### src/rtl/fsm_state_monitor.sv
// fsm_state_monitor: consuming-end checker for the 3-bit FSM state-code stream.
// It tracks the producer's cyclic ST0..ST7 sequence, where a state may be held.
// A free-running bunch-crossing counter stamps every reported error.
// The optional saturating error counter (err_cnt_o) is built only when the
// macro FSM_MON_ERR_CNT_EN is defined.

package my_package_pkg;
    localparam int unsigned LSB_CNT_MAX = 3564;

    typedef enum logic [2:0] {
        FSM_ST0 = 3'd0,
        FSM_ST1 = 3'd1,
        FSM_ST2 = 3'd2,
        FSM_ST3 = 3'd3,
        FSM_ST4 = 3'd4,
        FSM_ST5 = 3'd5,
        FSM_ST6 = 3'd6,
        FSM_ST7 = 3'd7
    } FSM_States_t;
endpackage

module fsm_state_monitor #(
    parameter int unsigned CNT_MAX   = my_package_pkg::LSB_CNT_MAX,
    parameter int unsigned CNT_W     = 12,
    parameter int unsigned ERR_CNT_W = 8
) (
    input  logic                 clk,
    input  logic                 rst_n,
    input  logic                 state_vld_i,
    input  logic [2:0]           state_i,
    input  logic                 orbit_sync_i,
    output logic [CNT_W-1:0]     bc_cnt_o,
    output logic                 orbit_o,
    output logic                 locked_o,
    output logic                 err_o,
    output logic [CNT_W-1:0]     err_bc_o,
    output logic [2:0]           err_state_o
`ifdef FSM_MON_ERR_CNT_EN
    ,
    output logic [ERR_CNT_W-1:0] err_cnt_o
`endif
);

    typedef enum logic [1:0] {
        StIdle   = 2'd0,
        StTrack  = 2'd1,
        StResync = 2'd2
    } mon_state_e;

    // Last BC of the orbit; also the last legal stall count before a stall error.
    localparam logic [CNT_W-1:0] BcLast    = CNT_W'(CNT_MAX - 1);
    localparam logic [CNT_W-1:0] StallLast = CNT_W'(CNT_MAX - 1);

    mon_state_e       r_state;
    mon_state_e       w_state_nxt;
    logic [2:0]       r_last;
    logic [2:0]       w_last_nxt;
    logic [2:0]       w_succ;
    logic [CNT_W-1:0] r_stall;
    logic [CNT_W-1:0] w_stall_nxt;
    logic [CNT_W-1:0] r_bc;
    logic [CNT_W-1:0] w_bc_nxt;
    logic             w_err;
    logic [2:0]       w_err_state;

    logic             r_orbit;
    logic             r_locked;
    logic             r_err;
    logic [CNT_W-1:0] r_err_bc;
    logic [2:0]       r_err_state;

    assign w_succ = r_last + 3'd1;  // 3-bit wrap makes ST7 -> ST0 legal

    // BC counter next value: sync beats wrap beats increment.
    always_comb begin
        w_bc_nxt = r_bc + CNT_W'(1);
        if (r_bc == BcLast) begin
            w_bc_nxt = '0;
        end
        if (orbit_sync_i) begin
            w_bc_nxt = '0;
        end
    end

    // Monitor next-state, last-state tracking, stall counting and error detection.
    always_comb begin
        w_state_nxt = r_state;
        w_last_nxt  = r_last;
        w_stall_nxt = r_stall;
        w_err       = 1'b0;
        w_err_state = state_i;
        unique case (r_state)
            StIdle, StResync: begin
                // Wait quietly for ST0 to (re)acquire the sequence.
                if (state_vld_i && (state_i == my_package_pkg::FSM_ST0)) begin
                    w_state_nxt = StTrack;
                    w_last_nxt  = my_package_pkg::FSM_ST0;
                    w_stall_nxt = '0;
                end
            end
            StTrack: begin
                if (state_vld_i) begin
                    if (state_i == r_last) begin
                        if (r_stall == StallLast) begin
                            w_err       = 1'b1;
                            w_err_state = r_last;
                            w_state_nxt = StResync;
                            w_stall_nxt = '0;
                        end else begin
                            w_stall_nxt = r_stall + CNT_W'(1);
                        end
                    end else if (state_i == w_succ) begin
                        w_last_nxt  = state_i;
                        w_stall_nxt = '0;
                    end else begin
                        w_err       = 1'b1;
                        w_state_nxt = StResync;
                        w_stall_nxt = '0;
                    end
                end
            end
            default: begin
                w_state_nxt = StIdle;
            end
        endcase
    end

    // Monitor state registers.
    always_ff @(posedge clk or negedge rst_n) begin
        if (!rst_n) begin
            r_state <= StIdle;
            r_last  <= my_package_pkg::FSM_ST0;
            r_stall <= '0;
        end else begin
            r_state <= w_state_nxt;
            r_last  <= w_last_nxt;
            r_stall <= w_stall_nxt;
        end
    end

    // Registered outputs; err stamp uses the BC value seen alongside the sample.
    always_ff @(posedge clk or negedge rst_n) begin
        if (!rst_n) begin
            r_bc        <= '0;
            r_orbit     <= 1'b0;
            r_locked    <= 1'b0;
            r_err       <= 1'b0;
            r_err_bc    <= '0;
            r_err_state <= '0;
        end else begin
            r_bc     <= w_bc_nxt;
            r_orbit  <= (w_bc_nxt == BcLast);
            r_locked <= (r_state == StTrack);
            r_err    <= w_err;
            if (w_err) begin
                r_err_bc    <= r_bc;
                r_err_state <= w_err_state;
            end
        end
    end

    assign bc_cnt_o    = r_bc;
    assign orbit_o     = r_orbit;
    assign locked_o    = r_locked;
    assign err_o       = r_err;
    assign err_bc_o    = r_err_bc;
    assign err_state_o = r_err_state;

`ifdef FSM_MON_ERR_CNT_EN
    localparam logic [ERR_CNT_W-1:0] ErrCntMax = '1;

    logic [ERR_CNT_W-1:0] r_err_cnt;

    // Saturating error count, cleared only by reset.
    always_ff @(posedge clk or negedge rst_n) begin
        if (!rst_n) begin
            r_err_cnt <= '0;
        end else if (w_err && (r_err_cnt != ErrCntMax)) begin
            r_err_cnt <= r_err_cnt + ERR_CNT_W'(1);
        end
    end

    assign err_cnt_o = r_err_cnt;
`else
    logic w_unused_err_cnt_w;
    assign w_unused_err_cnt_w = (ERR_CNT_W != 0);
`endif

endmodule

### config.mk
export PLATFORM = sky130hd
export DESIGN_NAME = fsm_state_monitor
export DESIGN_NICKNAME = d
export VERILOG_FILES = /design/src/rtl/fsm_state_monitor.sv
export SDC_FILE = /design/constraint.sdc
export NUM_CORES = 1
export LEC_CHECK = 0
export CAP_MARGIN = 20
export CORE_MARGIN = 2
export CORE_UTILIZATION = 40
export CTS_CLUSTER_DIAMETER = 40
export DETAILED_ROUTE_END_ITERATION = 7
export PLACE_DENSITY = 0.64
export SYNTH_ARGS = -nofsm -noshare
export SYNTH_HDL_FRONTEND = slang
export SYNTH_SLANG_ARGS = --single-unit
### constraint.sdc
create_clock -name clk -period 3.35 [get_ports clk]
set_clock_uncertainty 0.05 [all_clocks]
set_input_delay 0.335 -clock clk [delete_from_list [all_inputs] [get_ports clk]]
set_output_delay 0.335 -clock clk [all_outputs]
set_load 0.02 [all_outputs]
==> reports/metrics.yaml, run 1 <==
clock_network:
  tritoncts: "built"
  clkSinkCount: 47
  cts.path.max_buffers: 2
  insertion_delay_ps: 300
  cts-root-buf: "clkbuf_8"
  cts-htree-levels: 2
  cts_resized: 0
  cts_setup_buffers: 0
  cts_buffers: 5
  hold_buffers: 0
  clkTransAtPathRegs_ps: 90
yosys:
  synth_flop_cell: "dfrtp_1"
  syn_nets: 226
  synth_edf_count: 0
  synth_cell_types: 48
  avgSynthCellArea_um2: 11.2
  ys_top_cells_by_area: "dfrtp_1 49%, mux2_4 5.0%, mux2_2 3.3%"
  syn_inst: 216
  synthMostInstantiatedCell: "dfrtp_1"
  ys_warn_count: 0
  syn_area_mm2: 0.00242
  async_flop_share_pct: 100
  synth_seq_cells: 47
  synth_common_cells: "47 x dfrtp_1, 20 x nand2_1, 15 x nor2_1, 9 x xnor2_1"
  ys_seq_area_share_pct: 48.5
  synth_top_cell_area_share_pct: 48.5
  yosys.area.top_type: "dfrtp_1"
timing:
  max-slew-margin-rel_pct: 48.9
  setup_tns_ps: 0
  drv_slew: 0
  grt_setup_unrepaired: "no"
  setup_viol: 0
  whs_ps: -23.6
  finalHoldViolations: 24
  tightestPinTransition_ps: 760
  fin_crit_sh_pct: 73.8
  fmax_mhz: 405
  fin_crit_ps: 2470
power_and_ir_drop:
  power_density_mw_per_mm2: 434
  leakage_nw: 1.29
  peakVddDrop_mv: 0.250
floorplanning:
  io_pins: 37
  fp.dieH_um: 81.8
  core_area_mm2: 0.00589
  num_rows: 28
  floorplan.initialDensity_pct: 41.2
  die_w_um: 81.8
  die_area_mm2: 0.00670
final_layout:
  drive_gt1_share_pct: 13.0
  utilization_pct: 49.8
  areaGrowthSynthToFinish_pct: 20.9
  diodes: 0
  nets: 264
  fillers: 550
routing:
  ant_nets: 0
  dr.pass1.iters: 4
  drtIter0Drc: 111
  vias: 1800
  vias_per_cell: 5.49
  wire_per_inst_um: 15.9
  totalWireLength_um: 5210
  drcViolationCount: 0
global_route:
  grt_pass1_vias: 1741
  grt_max_degree: 48
  grt_usage_pct: 16.3
  gr-total-overflow: 0
  grt_pass1_wl_um: 8410
  antenna_found_initial: 0
critical_path:
  critPathLaunchType: "input port"
  cp_max_fo: 17
  worst_ep_required_time_ps: 3490
  arrival_ps: 2610
  crit_chain: "clkdlybuf4s50_1 > xor2_1 > o311a_2 > a22oi_4 > mux2_2"
  crit_type: "in2reg"
  critPathSlowestCell: "clkdlybuf4s50_1"
  end_kind: "flip-flop"
  path_buf_inv: 1
  crit_family: "compound AO/OA/AOI/OAI gates"
  critPathMaxStageDelay_ps: 600
place:
  dp_hpwl_um: 3500
  place.gp.congestion: 0.850
  portBuffers: 36
status:
  violations: "negative hold slack"
  outcome: "finished with violations"
flow_run:
  maxCapViolations: 0
hold_path:
  hold_path.class: "in2async"
## layout make-up
class,instances,area [um2],area share [%]
Clock buffer,6,72.6,2.48
Inverter,6,22.5,0.769
Multi-Input combinational cell,157,1180,40.3
Sequential cell,47,1180,40.1
Tap cell,75,93.8,3.20
Timing Repair Buffer,37,383,13.1
## cell usage in the layout (no fill, tap or decap), types with 3 or more instances in the layout
| cell | n |
|---|---|
| o21ai_0 | 7 |
| nand3_1 | 8 |
| xnor2_1 | 9 |
| nand4_1 | 7 |
| and4_1 | 3 |
| mux2i_1 | 4 |
| clkdlybuf4s50_1 | 35 |
| a31oi_1 | 7 |
| a21oi_1 | 4 |
| or4_1 | 4 |
| mux2_4 | 8 |
| nand3b_1 | 4 |
| or3_1 | 5 |
| nand2_1 | 20 |
| dfrtp_1 | 47 |
| inv_1 | 6 |
| clkbuf_8 | 5 |
| ha_1 | 3 |
| xor2_1 | 7 |
| nor2_1 | 15 |
| nand2b_1 | 3 |
| nor3_1 | 5 |
| mux2_2 | 7 |
## registers in the layout (all words and copies together) (netlist names)
register     cells
bc_cnt_o        12
err_o            1
r_stall         12
err_state_o      3
err_bc_o        12
locked_o         1
r_state          2
orbit_o          1
r_last           3
## power by group
| group | internal [W] | total [W] | switching (W) | leakage, nW |
|---|---|---|---|---|
| clock | 0.000140 | 0.000327 | 0.000187 | 0.0371 |
| sequential | 0.000621 | 0.000657 | 0.0000364 | 0.643 |
| combinational | 0.000147 | 0.000289 | 0.000142 | 0.607 |
## final timing paths
path / start / end / slack (ps) / cells after the start
hold reg to reg: err_state_o[1] / err_state_o[1] / 460 / 1
min in group clk: err_state_o[1] / err_state_o[1] / 460 / 1
setup reg to reg: r_last[0] / err_bc_o[4] / 1040 / 5
hold / removal: rst_n / r_stall[7] / -20 / 1
setup / recovery: state_i[2] / err_bc_o[4] / 880 / 5
max in group asynchronous: rst_n / err_bc_o[3] / 2740 / 2
## logic make-up (layout without fill, tap and decap cells)
| logic type | count (synthesis) | count (layout) | share of synthesized area, % |
|---|---|---|---|
| adder cells (fa/ha/maj) | 3 | 3 | 1.55 |
| XOR/XNOR | 17 | 17 | 6.71 |
| buffers and inverters | 12 | 49 | 2.68 |
| AO/OA/AOI/OAI | 33 | 33 | 10.6 |
| flip-flops | 47 | 47 | 48.5 |
| AND/OR/NAND/NOR | 85 | 85 | 20.1 |
| multiplexers | 19 | 19 | 9.86 |
## metal layers
layer | vias up | part of all wire [%] | track usage, %
li1 | 867 | - | -
met1 | 881 | 47 | 22.6
met2 | 47 | 48 | 25.2
met3 | 5 | 4.0 | 4.62
met4 | 0 | 0.75 | 4.00
met5 | - | 0 | 0
## stage by stage
step	area, um2	std cells	total power [W]	setup slack [ps]
4_1_cts	2900	327	0.00128	852
3_5_place_dp	2830	321	0.000955	532
5_1_grt	2930	328	0.00133	736
6_report	2930	328	0.00127	879
3_3_place_gp	2830	321	0.000954	617
2_1_floorplan	2420	216	0.000820	1360
## worst register-to-register path: cells and delay by family, from the launching register on
kind | cells | cell delay, ps
XOR/XNOR | 1 | 250
AO/OA/AOI/OAI | 1 | 610
AND/OR/NAND/NOR | 1 | 150
multiplexers | 1 | 420
adder cells (fa/ha/maj) | 1 | 320
flip-flops | 1 | 410
Note: power is estimated with default switching activity, not from simulation.
==> run 2: changes to the inputs <==
==> constraint.sdc (replaced) <==
create_clock -name clk -period 2.57 [get_ports clk]
set_clock_uncertainty 0.05 [all_clocks]
set_input_delay 0.257 -clock clk [delete_from_list [all_inputs] [get_ports clk]]
set_output_delay 0.257 -clock clk [all_outputs]
set_load 0.02 [all_outputs]
==> run 2 against run 1 <==
  * The run now ends clean
  * Register-to-register slack lost 700 ps
  * Sequential cell count is the same
  * Highest routed layer unchanged
  * Largest power group unchanged
  * Setup slack got worse by 530 ps
  * Via count increased by 2.9%
  * First-iteration DRC count decreased by 60%
  * Wire length is 1.0% higher
  * Sequential share of layout area shrank 1.4 points
  * Die area unchanged
  * Critical path depth is the same
  * Non-clock buffer count up 11
  * Largest cell class unchanged
==> reports/metrics.yaml, run 2 (synthesis gave the netlist of run 1 again) <==
status:
  outcome: "completed"
floorplanning:
  die_area_mm2: 0.00670
  die_w_um: 81.8
  num_rows: 28
  floorplan.initialDensity_pct: 41.2
  fp.dieH_um: 81.8
  io_pins: 37
  core_area_mm2: 0.00589
power_and_ir_drop:
  power_density_mw_per_mm2: 570
  peakVddDrop_mv: 0.328
  leakage_nw: 1.35
global_route:
  grt_max_degree: 38
  gr-total-overflow: 0
  antenna_found_initial: 0
  grt_pass1_vias: 1865
  grt_usage_pct: 17.6
  grt_pass1_wl_um: 9050
final_layout:
  mostFrequentLayoutCell: "dfrtp_1"
  multi_input_area_mm2: 0.00118
  finalNonFillerCells: 341
  nets: 275
  diodes: 0
  fillers: 551
  regArea_mm2: 0.00118
  final_cell_mix: "47 x dfrtp_1, 35 x clkdlybuf4s50_1, 20 x nand2_1"
  fin_area_mm2: 0.00304
  areaGrowthSynthToFinish_pct: 25.3
  drive_gt1_share_pct: 16.9
timing:
  drv_slew: 0
  setup_tns_ps: 0
  fmax_mhz: 449
  fin_crit_sh_pct: 86.6
  tightestPinTransition_ps: 461
  grt_setup_unrepaired: "no"
  max-slew-margin-rel_pct: 68.4
  setup_viol: 0
  fin_ws_ps: 344
  finalHoldViolations: 0
  fin_crit_ps: 2230
routing:
  vias_per_cell: 5.43
  dr.pass1.iters: 4
  drtIter0Drc: 44
  drcViolationCount: 0
  ant_nets: 0
  vias: 1853
  totalWireLength_um: 5260
  wire_per_inst_um: 15.4
critical_path:
  r2r-start: "bc_cnt_o[0]"
  cp_max_fo: 6
  arrival_ps: 2320
  crit_type: "reg2reg"
  critPathMaxStageDelay_ps: 480
  end_kind: "flip-flop"
  crit_chain: "ha_1 > or3_1 > a2111oi_1 > o21ai_0 > a2111oi_0"
  worst_ep_required_time_ps: 2670
  critPathLaunch: "bc_cnt_o[0]"
  critPathSlowestCell: "a2111oi_1"
  critPathLaunchType: "flip-flop"
clock_network:
  tritoncts: "built"
  clkSinkCount: 47
  cts.path.max_buffers: 2
  insertion_delay_ps: 300
  cts_buffers: 5
  clkTransAtPathRegs_ps: 90
  cts_setup_buffers: 0
  cts-htree-levels: 2
  cts-root-buf: "clkbuf_8"
place:
  place.gp.congestion: 0.809
  dp_hpwl_um: 3680
  post-place-ws_ps: 163
  dp.cells: 332
  portBuffers: 36
  dpl_cell_area_mm2: 0.00293
hold_path:
  hold_path.class: "in2async"
flow_run:
  maxCapViolations: 0
run 2: final cells by class:
class                   count  share of cell area [%]
repair buffers             48                    15.2
inverters                   6                   0.742
well taps                  75                    3.09
multi-input cells         157                    39.0
clock buffers               8                    3.30
flip-flops and latches     47                    38.7
run 2: final timing paths:
kind	slack (ps)	cells after the start	end
min in group clk	460	1	err_state_o[1]
worst max register to register	340	5	orbit_o
worst min-delay path	300	2	r_stall[0]
max in group asynchronous	1410	3	err_bc_o[2]
worst max-delay path	340	5	orbit_o
worst min register to register	460	1	err_state_o[1]
run 2: what timing repair did:
| action | in CTS | in global routing |
|---|---|---|
| hold buffers | 1 | 0 |
| endpoints found under the hold margin | 10 | 0 |
| endpoints found under the setup margin | 0 | 1 |
| resized for setup | 0 | 1 |
run 2: metrics by stage:
stage | utilization, % | hold WS (ps) | total power (W)
floorplan | - | -88.6 | 0.00107
global placement | 49.7 | 99.0 | 0.00126
detailed placement | 49.7 | 105 | 0.00126
CTS | 51.6 | 303 | 0.00176
global route | 51.6 | 338 | 0.00182
finish | 51.6 | 304 | 0.00173
run 2: power breakdown:
| group | switching (W) | leakage [nW] | internal (W) |
|---|---|---|---|
| Sequential | 0.0000496 | 0.643 | 0.000809 |
| Clock | 0.000240 | 0.0515 | 0.000246 |
| Combinational | 0.000185 | 0.660 | 0.000199 |
run 2: critical path, delay by kind of cell, from the launching register on:
kind / cells / cell delay (ps)
AO/OA/AOI/OAI: 3 / 1050
flip-flops: 1 / 440
AND/OR/NAND/NOR: 1 / 310
adder cells (fa/ha/maj): 1 / 230
run 2: layer usage:
layer | vias to the layer above | global-route usage (%) | part of all wire, %
met4 | 0 | 5.50 | 0.59
li1 | 892 | - | -
met3 | 4 | 3.74 | 4.1
met2 | 38 | 28.0 | 49
met1 | 919 | 24.2 | 47
met5 | - | 0 | 0
